### config.mk
export PLATFORM = sky130hd
export DESIGN_NAME = bvurem_inv_solver
export DESIGN_NICKNAME = d
export VERILOG_FILES = /design/src/rtl/bvinv_pkg.sv /design/src/rtl/bvurem_pred.sv /design/src/rtl/bvurem_inv_solver.sv
export SDC_FILE = /design/constraint.sdc
export NUM_CORES = 1
export LEC_CHECK = 0
export ABC_AREA = 1
export CORE_MARGIN = 1
export CORE_UTILIZATION = 40
export DETAILED_ROUTE_END_ITERATION = 16
export GPL_TIMING_DRIVEN = 0
export PLACE_DENSITY = 0.61
export SLEW_MARGIN = 40
export SYNTH_ARGS = -nofsm -noshare
export SYNTH_HDL_FRONTEND = slang
export SYNTH_SLANG_ARGS = --single-unit
### constraint.sdc
create_clock -name clk -period 6.99 [get_ports clk]
set_clock_uncertainty 0.2 [all_clocks]
set_input_delay 1.0485 -clock clk [delete_from_list [all_inputs] [get_ports clk]]
set_output_delay 1.0485 -clock clk [all_outputs]
set_load 0.1 [all_outputs]
### src/rtl/bvinv_pkg.sv
// rtl/bvinv_pkg.sv - shared op and FSM encodings for the urem inverse solver
package bvinv_pkg;

   // Predicate applied between the remainder and the target t
   typedef enum logic [1:0] {
      OP_SGE = 2'b00,
      OP_SGT = 2'b01,
      OP_UGE = 2'b10,
      OP_UGT = 2'b11
   } op_e;

   // Solver control states
   typedef enum logic [1:0] {
      IDLE   = 2'b00,
      SEARCH = 2'b01,
      RESP   = 2'b10
   } state_e;

endpackage

### src/rtl/bvurem_pred.sv
// rtl/bvurem_pred.sv - combinational remainder-and-predicate check for one candidate
module bvurem_pred
   import bvinv_pkg::*;
#(
   parameter int W   = 4,
   parameter int POS = 0
) (
   input  logic [W-1:0] s,
   input  logic [W-1:0] t,
   input  op_e          op,
   input  logic [W-1:0] cand,
   output logic         sat
);

   logic [W-1:0] w_dividend;
   logic [W-1:0] w_divisor;
   logic [W-1:0] w_rem;

   // POS selects which side of the urem the candidate occupies
   assign w_dividend = (POS == 0) ? cand : s;
   assign w_divisor  = (POS == 0) ? s : cand;

   // Division by zero leaves the dividend unchanged
   assign w_rem = (w_divisor == '0) ? w_dividend : (w_dividend % w_divisor);

   // Apply the latched predicate to the remainder
   always_comb begin
      sat = 1'b0;
      case (op)
         OP_SGE:  sat = ($signed(w_rem) >= $signed(t));
         OP_SGT:  sat = ($signed(w_rem) >  $signed(t));
         OP_UGE:  sat = (w_rem >= t);
         OP_UGT:  sat = (w_rem >  t);
         default: sat = 1'b0;
      endcase
   end

endmodule

### src/rtl/bvurem_inv_solver.sv
// rtl/bvurem_inv_solver.sv - sequential smallest-witness search for urem predicates (optional BVUREM_INV_SOLVER_CYCLE_COUNT_EN)
module bvurem_inv_solver
   import bvinv_pkg::*;
#(
   parameter int W   = 4,
   parameter int POS = 0
) (
   input  logic         clk,
   input  logic         rst,
   input  logic         req_valid,
   output logic         req_ready,
   input  logic [W-1:0] s_i,
   input  logic [W-1:0] t_i,
   input  logic [1:0]   op_i,
   output logic         rsp_valid,
   input  logic         rsp_ready,
   output logic [W-1:0] x_o,
`ifdef BVUREM_INV_SOLVER_CYCLE_COUNT_EN
   output logic [W:0]   count_o,
`endif
   output logic         found_o
);

   state_e       r_state;
   logic [W-1:0] r_s;
   logic [W-1:0] r_t;
   op_e          r_op;
   logic [W-1:0] r_cand;
   logic [W-1:0] r_x;
   logic         r_found;
   logic         w_sat;

   bvurem_pred #(
      .W   (W),
      .POS (POS)
   ) u_pred (
      .s    (r_s),
      .t    (r_t),
      .op   (r_op),
      .cand (r_cand),
      .sat  (w_sat)
   );

   // Control FSM: accept, scan candidates upward one per cycle, hold result until taken
   always_ff @(posedge clk) begin
      if (rst) begin
         r_state <= IDLE;
         r_s     <= '0;
         r_t     <= '0;
         r_op    <= OP_SGE;
         r_cand  <= '0;
         r_x     <= '0;
         r_found <= 1'b0;
      end else begin
         case (r_state)
            IDLE: begin
               if (req_valid) begin
                  r_s     <= s_i;
                  r_t     <= t_i;
                  r_op    <= op_e'(op_i);
                  r_cand  <= '0;
                  r_state <= SEARCH;
               end
            end
            SEARCH: begin
               if (w_sat) begin
                  r_x     <= r_cand;
                  r_found <= 1'b1;
                  r_state <= RESP;
               end else if (r_cand == {W{1'b1}}) begin
                  r_x     <= '0;
                  r_found <= 1'b0;
                  r_state <= RESP;
               end else begin
                  r_cand  <= r_cand + 1'b1;
               end
            end
            RESP: begin
               if (rsp_ready) begin
                  r_x     <= '0;
                  r_found <= 1'b0;
                  r_state <= IDLE;
               end
            end
            default: r_state <= IDLE;
         endcase
      end
   end

   assign req_ready = (r_state == IDLE);
   assign rsp_valid = (r_state == RESP);
   assign x_o       = r_x;
   assign found_o   = r_found;

`ifdef BVUREM_INV_SOLVER_CYCLE_COUNT_EN
   logic [W:0] r_count;

   // Count evaluated candidates; cleared while idle, frozen while the response waits
   always_ff @(posedge clk) begin
      if (rst) begin
         r_count <= '0;
      end else if (r_state == IDLE) begin
         r_count <= '0;
      end else if (r_state == SEARCH) begin
         r_count <= r_count + 1'b1;
      end
   end

   assign count_o = (r_state == RESP) ? r_count : '0;
`endif

endmodule

==> results of run 1 <==
worst max-delay path: cells and delay by family, from the launching register on:
family / cells / cell delay, ns
AO/OA/AOI/OAI: 6 / 0.88
adder cells (fa/ha/maj): 5 / 1.60
buffers and inverters: 6 / 0.44
flip-flops: 1 / 0.40
AND/OR/NAND/NOR: 21 / 1.75
layer usage:
| metal | up-vias | global-route usage (%) | wire (um) |
|---|---|---|---|
| li1 | 811 | - | - |
| met1 | 645 | 25.3 | 1850 |
| met2 | 23 | 27.8 | 1470 |
| met3 | 2 | 3.60 | 130 |
| met4 | 0 | 3.19 | 23 |
| met5 | - | 0 | 0 |
state kept, by name, summed over array words and instances (netlist names):
name     cells
r_s          4
r_t          4
found_o      1
x_o          4
r_op         2
r_cand       4
r_state      2
cells in the final DEF, fill, tap and decap left out, drive strengths merged:
| cell type | Yosys | routed |
|---|---|---|
| a22oi | 1 | 1 |
| ha | 20 | 20 |
| nand4 | 1 | 1 |
| clkbuf | 2 | 6 |
| xnor2 | 3 | 3 |
| dfxtp | 21 | 21 |
| a21oi | 24 | 24 |
| nor2 | 23 | 23 |
| xor2 | 2 | 2 |
| o21ai | 19 | 19 |
| or2 | 1 | 1 |
| fa | 1 | 1 |
| o22ai | 1 | 1 |
| nand3 | 15 | 15 |
| clkdlybuf4s50 | 0 | 13 |
| nor3 | 2 | 2 |
| inv | 38 | 38 |
| buf | 1 | 8 |
| nand2 | 62 | 62 |
final timing paths:
path | end | startpoint | cells after the start | slack [ns]
setup / recovery | r_cand[3] | r_s[0] | 38 | 1.56
hold / removal | r_t[2] | r_t[2] | 2 | 0.26
setup reg to reg | r_cand[3] | r_s[0] | 38 | 1.56
hold reg to reg | r_t[2] | r_t[2] | 2 | 0.26
cells by family after synthesis:
| group | Yosys count | synth area share, % |
|---|---|---|
| adder cells (fa/ha/maj) | 21 | 16.2 |
| XOR/XNOR | 5 | 2.63 |
| buffers and inverters | 41 | 9.23 |
| AO/OA/AOI/OAI | 45 | 15.8 |
| flip-flops | 21 | 25.2 |
| AND/OR/NAND/NOR | 104 | 30.9 |
through the flow:
stage               instance area (um2)  hold WS, ns  instances
finish                             1940        0.265        311
global route                       1940        0.295        311
CTS                                1940        0.269        311
detailed placement                 1890        0.256        307
global placement                   1930        0.256        307
floorplan                          1670        0.235        237
area by class of cell:
type | instances | area [um2]
buffer | 3 | 11.3
clock buffer | 4 | 45.0
fill | 408 | 2060
inverter | 38 | 143
multi-input combinational | 175 | 1090
sequential | 21 | 420
tap | 50 | 62.6
timing repair buffer | 20 | 165
==> impl_metrics.json, run 1 <==
{
  "firstDrtPassIters": 10,
  "clkSinkCount": 21,
  "ys_top_cells_by_count": "nand2_1 (49), inv_1 (36), dfxtp_1 (21)",
  "die_x_um": 66.6,
  "initial_core_util_pct": 41.7,
  "worst_path_most_repeated_cell": "nand2_1",
  "cts_repair_resize_count": 0,
  "gp_congestion": 0.803,
  "synth.area.top_cells": "dfxtp_1 (25%), ha_1 (15%), nand2_1 (11%)",
  "ys_warn_count": 0,
  "area_delta_synth_final_pct": 16.4,
  "layout-drive-gt1-share_pct": 16.5,
  "worstPathArrival_ns": 5.35,
  "first_iter_violations": 67,
  "numCtsBuffers": 3,
  "setup_viol": 0,
  "tns_ns": 0,
  "cts_hold_buf": 0,
  "post-synth-top-area-fraction_pct": 25.2,
  "rsz0062_at_grt": "no",
  "clock_latency_ns": 0.26,
  "grtUsageTotal_pct": 17.9,
  "start_kind": "flip-flop",
  "violations": "DRC",
  "routedWlPerCell_um": 11.1,
  "worst_pin_slew_ns": 0.613,
  "drc_errors": 2,
  "post_cts_buffers": 0,
  "vias": 1481,
  "fin_ws_ns": 1.56,
  "cts.clk_slew.worst_paths_ns": 0.08,
  "clock_path_buffers": 2,
  "cp_data_required_time_ns": 6.91,
  "die_h_um": 66.6,
  "n_antenna_cell": 0,
  "endpoint_kind": "flip-flop",
  "maxCapViolCount": 0,
  "syn_area_mm2": 0.00167,
  "syn_area_per_cell_um2": 7.03,
  "grt_pass1_wl_mm": 6.05,
  "fmaxAchievable_mhz": 184,
  "grt_overflow": 0,
  "synthCells": 237,
  "rows": 23,
  "place_ws_ns": 1.54,
  "synth_area_leader_cell": "dfxtp_1",
  "antenna_found_initial": 0,
  "syn_nets": 272,
  "grt_pass1_vias": 1304,
  "drv_slew": 0,
  "grt_max_degree": 12,
  "run_status": "finished with violations",
  "coreArea_mm2": 0.00400,
  "post-route-min-period_ns": 5.43,
  "synth_flop_cell": "dfxtp_1",
  "dieArea_mm2": 0.00443,
  "fin_crit_sh_pct": 77.8,
  "yosysSeqAreaShare_pct": 25.2,
  "numPortBuffers": 20,
  "post-dp-hpwl_mm": 2.77,
  "hp-class": "flip-flop to flip-flop",
  "clock_tree.htree_level_count": 1,
  "root_buffer": "clkbuf_8",
  "ys_seq_elements": 21,
  "finalHoldViolations": 0,
  "worst_path_max_delay_cell": "dfxtp_1",
  "cts_tree": "built",
  "async_flop_share_pct": 0,
  "cpPeakStageDelay_ns": 0.40,
  "drt-total-wl_mm": 3.47,
  "routed_via_density": 4.76,
  "crit_fanout": 6,
  "path_class": "flip-flop to flip-flop",
  "ios": 21,
  "synth.most_common_cell": "nand2_1",
  "ys_types": 29,
  "fin_nets": 297,
  "detail-route-antenna-nets": 0,
  "synth-edff-count": 0,
  "fin_util_pct": 48.5,
  "slew_headroom_pct": 59.2
}
Power of run 1 is left out: the tool's default activity adds up to more than one toggle a clock period on the data nets, which glitch-free logic cannot reach.
==> inputs of run 2 (changes only) <==
Settings changed: PLACE_DENSITY 0.61 to 0.63.
Clock period 6.99 ns to 4.85 ns, I/O delays scaled along.
==> run 2 against run 1 <==
Non-clock buffer count is 17 higher. Setup slack worse by 1.7 ns. The run ends with setup timing left. Global-route usage is 0.85 points higher. Flip-flop and latch count stayed put. Critical path type unchanged. Clock-buffer cell count is 1 lower. Critical path depth is 3 lower.
==> impl_metrics.json, run 2 (same netlist as run 1, synthesis figures left out) <==
{
  "timing.rr.end": "r_cand[3]",
  "drc_errors": 0,
  "firstDrtPassIters": 4,
  "fin_util_pct": 57.5,
  "fin_nets": 314,
  "path_class": "flip-flop to flip-flop",
  "final_cell_mix": "nand2_1 (36), inv_1 (29), nand2_2 (21)",
  "path_buf_inv": 5,
  "slew_headroom_pct": 59.2,
  "cpPeakStageDelay_ns": 0.36,
  "dieArea_mm2": 0.00443,
  "initial_core_util_pct": 41.7,
  "post-route-cell-area_mm2": 0.00230,
  "worst_pin_slew_ns": 0.611,
  "worstPathArrival_ns": 4.89,
  "fillers": 395,
  "cp.depth": 35,
  "grt_pass1_vias": 1472,
  "run_status": "finished with violations",
  "antenna_found_initial": 0,
  "root_buffer": "clkbuf_8",
  "cts.clk_slew.worst_paths_ns": 0.09,
  "rows": 23,
  "layout-drive-gt1-share_pct": 37.8,
  "ios": 21,
  "die_x_um": 66.6,
  "rsz0062_at_grt": "yes",
  "drt-total-wl_mm": 3.98,
  "hp-class": "flip-flop to flip-flop",
  "cp_data_required_time_ns": 4.79,
  "die_h_um": 66.6,
  "grtUsageTotal_pct": 18.7,
  "numPortBuffers": 20,
  "clock_latency_ns": 0.27,
  "dp.cells": 307,
  "maxCapViolCount": 0,
  "cts_hold_buf": 0,
  "reg2reg_depth": 35,
  "post-dp-hpwl_mm": 2.71,
  "postPlaceCellArea_mm2": 0.00193,
  "routedWlPerCell_um": 12.1,
  "grt_pass1_wl_mm": 6.30,
  "cts_tree": "built",
  "vias": 1607,
  "cp_top_family": "adder cells",
  "post-route-min-period_ns": 4.95,
  "n_antenna_cell": 0,
  "routed_via_density": 4.90,
  "r2r-start": "r_s[0]",
  "endpoint_kind": "flip-flop",
  "clkSinkCount": 21,
  "crit_path_end": "r_cand[3]",
  "crit_fanout": 6,
  "area_delta_synth_final_pct": 38.1,
  "coreArea_mm2": 0.00400,
  "fin_ws_ns": -0.100,
  "finalHoldViolations": 0,
  "final_common_cell": "nand2_1",
  "first_iter_violations": 28,
  "start_kind": "flip-flop",
  "gp_congestion": 0.811,
  "hold_ws_ns": 0.265,
  "setup_viol": 10,
  "final_cells": 328,
  "grt_overflow": 0,
  "fmaxAchievable_mhz": 202,
  "clock_tree.htree_level_count": 1,
  "numCtsBuffers": 3,
  "cp-startpoint": "r_s[0]",
  "fin_crit_sh_pct": 102,
  "detail-route-antenna-nets": 0,
  "grt_max_degree": 14,
  "clock_path_buffers": 2,
  "r2r_setup_slack_ns": -0.10,
  "worst_path_max_delay_cell": "dfxtp_2",
  "violations": "setup timing",
  "drv_slew": 0
}
## run 2: cell count changes in the layout (fill, tap and decap cells not counted), sizes merged
cell and change:
clkinvlp +1, buf +17, clkbuf -1
## run 2: through the flow
stage / setup slack (ns) / TNS, ns
floorplan: 0.00808 / 0
global placement: -0.432 / -4.30
detailed placement: -0.477 / -4.90
CTS: -0.0165 / -0.0317
global route: -0.431 / -4.27
finish: -0.100 / -0.736
## run 2: repair_timing
action                                  in CTS  in global routing
endpoints found under the setup margin      11                 11
pin swaps                                   26                 16
setup buffers                               11                  6
resized for setup                           33                 19
## run 2: worst register-to-register path: cells and delay by family, from the launching register on
family                   cells  cell delay (ns)
AO/OA/AOI/OAI                8             1.17
flip-flops                   1             0.36
adder cells (fa/ha/maj)      5             1.35
XOR/XNOR                     1             0.19
AND/OR/NAND/NOR             16             1.26
buffers and inverters        5             0.29
## run 2: layer usage
layer / wire length, um / up-vias / track usage (%)
met5: 0 / - / 0
met4: 68 / 0 / 5.59
met3: 162 / 11 / 4.11
met2: 1970 / 28 / 34.2
met1: 1770 / 732 / 21.3
li1: - / 836 / -
## run 2: area by class of cell
class                   count  area [um2]  share of cell area (%)
multi-input cells         175        1310                    57.1
flip-flops and latches     21         427                    18.5
repair buffers             37         293                    12.7
inverters                  38         145                    6.31
well taps                  50        62.6                    2.72
clock buffers               3        41.3                    1.79
plain buffers               3        11.3                   0.489
clock inverters             1        7.51                   0.326
## run 2: worst min-delay path by stage
stage,start,end,slack [ns],cells after the start
2_1_floorplan,r_t[1],r_t[1],0.24,2
3_3_place_gp,r_t[2],r_t[2],0.26,2
3_5_place_dp,r_t[2],r_t[2],0.26,2
4_1_cts,r_t[2],r_t[2],0.27,2
5_1_grt,r_t[2],r_t[2],0.29,2
6_report,r_t[2],r_t[2],0.27,2
Power of run 2 is left out for the same reason.
==> inputs of run 3 (changes only) <==
Settings changed: ABC_AREA 1 to unset, CAP_MARGIN set to 10.
==> run 3 against run 2 <==
The run still ends with setup timing left. Flip-flop and latch count is the same. Utilization grew 2.9 points. Sequential share of layout area grew 0.13 points. First-iteration DRC count grew 140%. Critical path depth shrank 6. Hold slack lost 0.0078 ns. Die area shrank 3.1%. Non-clock buffer count grew 8. Register-to-register slack lost 0.77 ns. Setup slack lost 0.77 ns. Area after synthesis shrank 3.2%. Via count shrank 1.6%. Critical endpoint is now r_cand[2]. Highest routed layer unchanged.
==> impl_metrics.json, run 3 <==
{
  "run_status": "finished with violations",
  "violations": "setup timing",
  "rsz0062_at_grt": "yes",
  "final_common_cell": "nand2_1",
  "final_cell_mix": "nand2_1 (28), buf_4 (20), dfxtp_1 (19)",
  "grtUsageTotal_pct": 21.1,
  "clock_tree.htree_level_count": 1,
  "cts.clk_slew.worst_paths_ns": 0.08,
  "cpPeakStageDelay_ns": 0.47,
  "grt.busiest_layer": "met2",
  "multiInputGateArea_mm2": 0.00130,
  "regArea_um2": 425,
  "maxCapViolCount": 0,
  "use_met1_pct": 28.4,
  "worst_path_most_repeated_cell": "ha_4",
  "tns_ns": -8.10,
  "ys_top_cells_by_count": "nand2_1 (28), a21oi_1 (22), dfxtp_1 (21)",
  "area_delta_synth_final_pct": 41.2,
  "post-synth-top-area-fraction_pct": 26.0,
  "grt_overflow": 0,
  "clkSinkCount": 21,
  "yosysSeqAreaShare_pct": 26.0,
  "gp_congestion": 0.756,
  "clock_latency_ns": 0.27,
  "fin_crit_sh_pct": 118,
  "fmaxAchievable_mhz": 175,
  "clock_path_buffers": 2,
  "fin_util_pct": 60.4,
  "grt_max_degree": 13,
  "gr-usage-met2_pct": 33.8,
  "synthCells": 205,
  "synth-edff-count": 0,
  "synth.area.top_cells": "dfxtp_1 (26%), ha_1 (16%), a21oi_1 (6.8%)",
  "rows": 22,
  "antenna_found_initial": 0,
  "fin_ws_ns": -0.875,
  "syn_nets": 240,
  "crit_fanout": 5,
  "setup_viol": 11,
  "hp-start": "r_t[2]",
  "coreArea_mm2": 0.00377,
  "timing.rr.end": "r_cand[2]",
  "ys_warn_count": 0,
  "cp_data_required_time_ns": 4.87,
  "vdd_drop_max_mv": 0.219,
  "grt_pass1_vias": 1492,
  "die_h_um": 65.5,
  "met3_usage_pct": 3.65,
  "hold_end": "r_t[2]",
  "post-dp-hpwl_mm": 2.64,
  "endpoint_kind": "flip-flop",
  "fin_nets": 285,
  "firstDrtPassIters": 4,
  "worst_pin_slew_ns": 0.611,
  "ys_types": 42,
  "syn_area_mm2": 0.00161,
  "r2r-start": "r_s[0]",
  "ys_seq_elements": 21,
  "first_iter_violations": 66,
  "drt-total-wl_mm": 3.99,
  "start_kind": "flip-flop",
  "async_flop_share_pct": 0,
  "worstPathArrival_ns": 5.75,
  "n_antenna_cell": 0,
  "r2r_setup_slack_ns": -0.87,
  "slew_headroom_pct": 59.3,
  "p_leak_nw": 0.893,
  "syn_area_per_cell_um2": 7.87,
  "hp-class": "flip-flop to flip-flop",
  "root_buffer": "clkbuf_8",
  "fillers": 328,
  "synth.most_common_cell": "nand2_1",
  "synth_area_leader_cell": "dfxtp_1",
  "p_total_mw": 1.38,
  "finalHoldViolations": 0,
  "holdPathStages": 2,
  "path_buf_inv": 4,
  "initial_core_util_pct": 42.8,
  "detail-route-antenna-nets": 0,
  "die_x_um": 65.5,
  "p_per_area_mw_per_mm2": 606,
  "vias": 1581,
  "worst_path_max_delay_cell": "or4_4",
  "synth_flop_cell": "dfxtp_1",
  "reg2reg_depth": 29,
  "dieArea_mm2": 0.00429,
  "grt_pass1_wl_mm": 6.91,
  "numCtsBuffers": 3,
  "drc_errors": 0,
  "path_class": "flip-flop to flip-flop",
  "ios": 21,
  "post-route-min-period_ns": 5.72,
  "cp_top_family": "compound AO/OA/AOI/OAI gates",
  "cts_tree": "built",
  "hold_ws_ns": 0.258,
  "layout-drive-gt1-share_pct": 30.1,
  "numPortBuffers": 18,
  "routed_via_density": 5.32,
  "routedWlPerCell_um": 13.4,
  "drv_slew": 0,
  "place_ws_ns": -1.13
}
-- run 3: changes by cell type in the layout (fill, tap and decap cells not counted), sizes merged, moves of 5 or more --
cell | before | now
buf | 25 | 32
nor2 | 23 | 13
nand3 | 15 | 3
a31oi | 0 | 5
o21ai | 19 | 11
nand2 | 62 | 28
inv | 38 | 18
o211ai | 0 | 7
-- run 3: area by class of cell --
type | instances | share of cell area [%]
Multi-Input combinational cell | 157 | 57.1
Clock inverter | 1 | 0.220
Sequential cell | 21 | 18.7
Tap cell | 48 | 2.64
Clock buffer | 3 | 1.81
Timing Repair Buffer | 43 | 15.4
Buffer | 5 | 0.879
Inverter | 19 | 3.24
-- run 3: cells by family (layout without fill, tap and decap cells) --
logic type               after synthesis  count (layout)  share of synthesized area [%]
AO/OA/AOI/OAI                         63              63                           25.9
flip-flops                            21              21                           26.0
AND/OR/NAND/NOR                       63              63                           18.5
adder cells (fa/ha/maj)               21              21                           16.7
buffers and inverters                 27              71                           6.74
XOR/XNOR                               4               4                           2.17
multiplexers                           6               6                           3.88
-- run 3: repair_timing --
| action | 4_1_cts | 5_1_grt |
|---|---|---|
| setup buffers | 15 | 11 |
| pin swaps | 23 | 33 |
| gates cloned | 0 | 0 |
| hold buffers | 0 | 0 |
| setup endpoints to repair | 11 | 11 |
| resized for setup | 22 | 21 |
-- run 3: how the worst max path moves through the flow --
stage	from	end	cells past startpoint
2_1_floorplan	r_s[0]	r_cand[3]	29
3_3_place_gp	r_s[2]	r_cand[3]	27
3_5_place_dp	r_s[3]	r_cand[3]	27
4_1_cts	r_s[0]	r_cand[3]	27
5_1_grt	r_s[0]	r_cand[2]	27
6_report	r_s[0]	r_cand[2]	29
-- run 3: stage by stage --
step / cells / instance area [um2]
final: 297 / 2280
after global routing: 297 / 2280
after CTS: 286 / 2100
after detailed placement: 271 / 1860
after global placement: 271 / 1900
after floorplan: 205 / 1660
-- run 3: power by group --
group          internal [mW]  leakage, nW  switching [mW]
Clock                 0.0574       0.0255          0.0605
Combinational          0.490        0.695           0.548
Sequential             0.196        0.172          0.0281
-- run 3: tightest hold or removal path: stages, from the launching register on --
cell and delay (ns):
dfxtp_1 0.31, nand2_1 0.05, a21oi_1 0.05
-- run 3: metal layers --
layer	wire, um	part of all wire [%]
met1	1940	49
met2	1870	47
met3	98	2.5
met4	81	2.0
met5	0	0
Note: power is estimated with default switching activity, not from simulation.
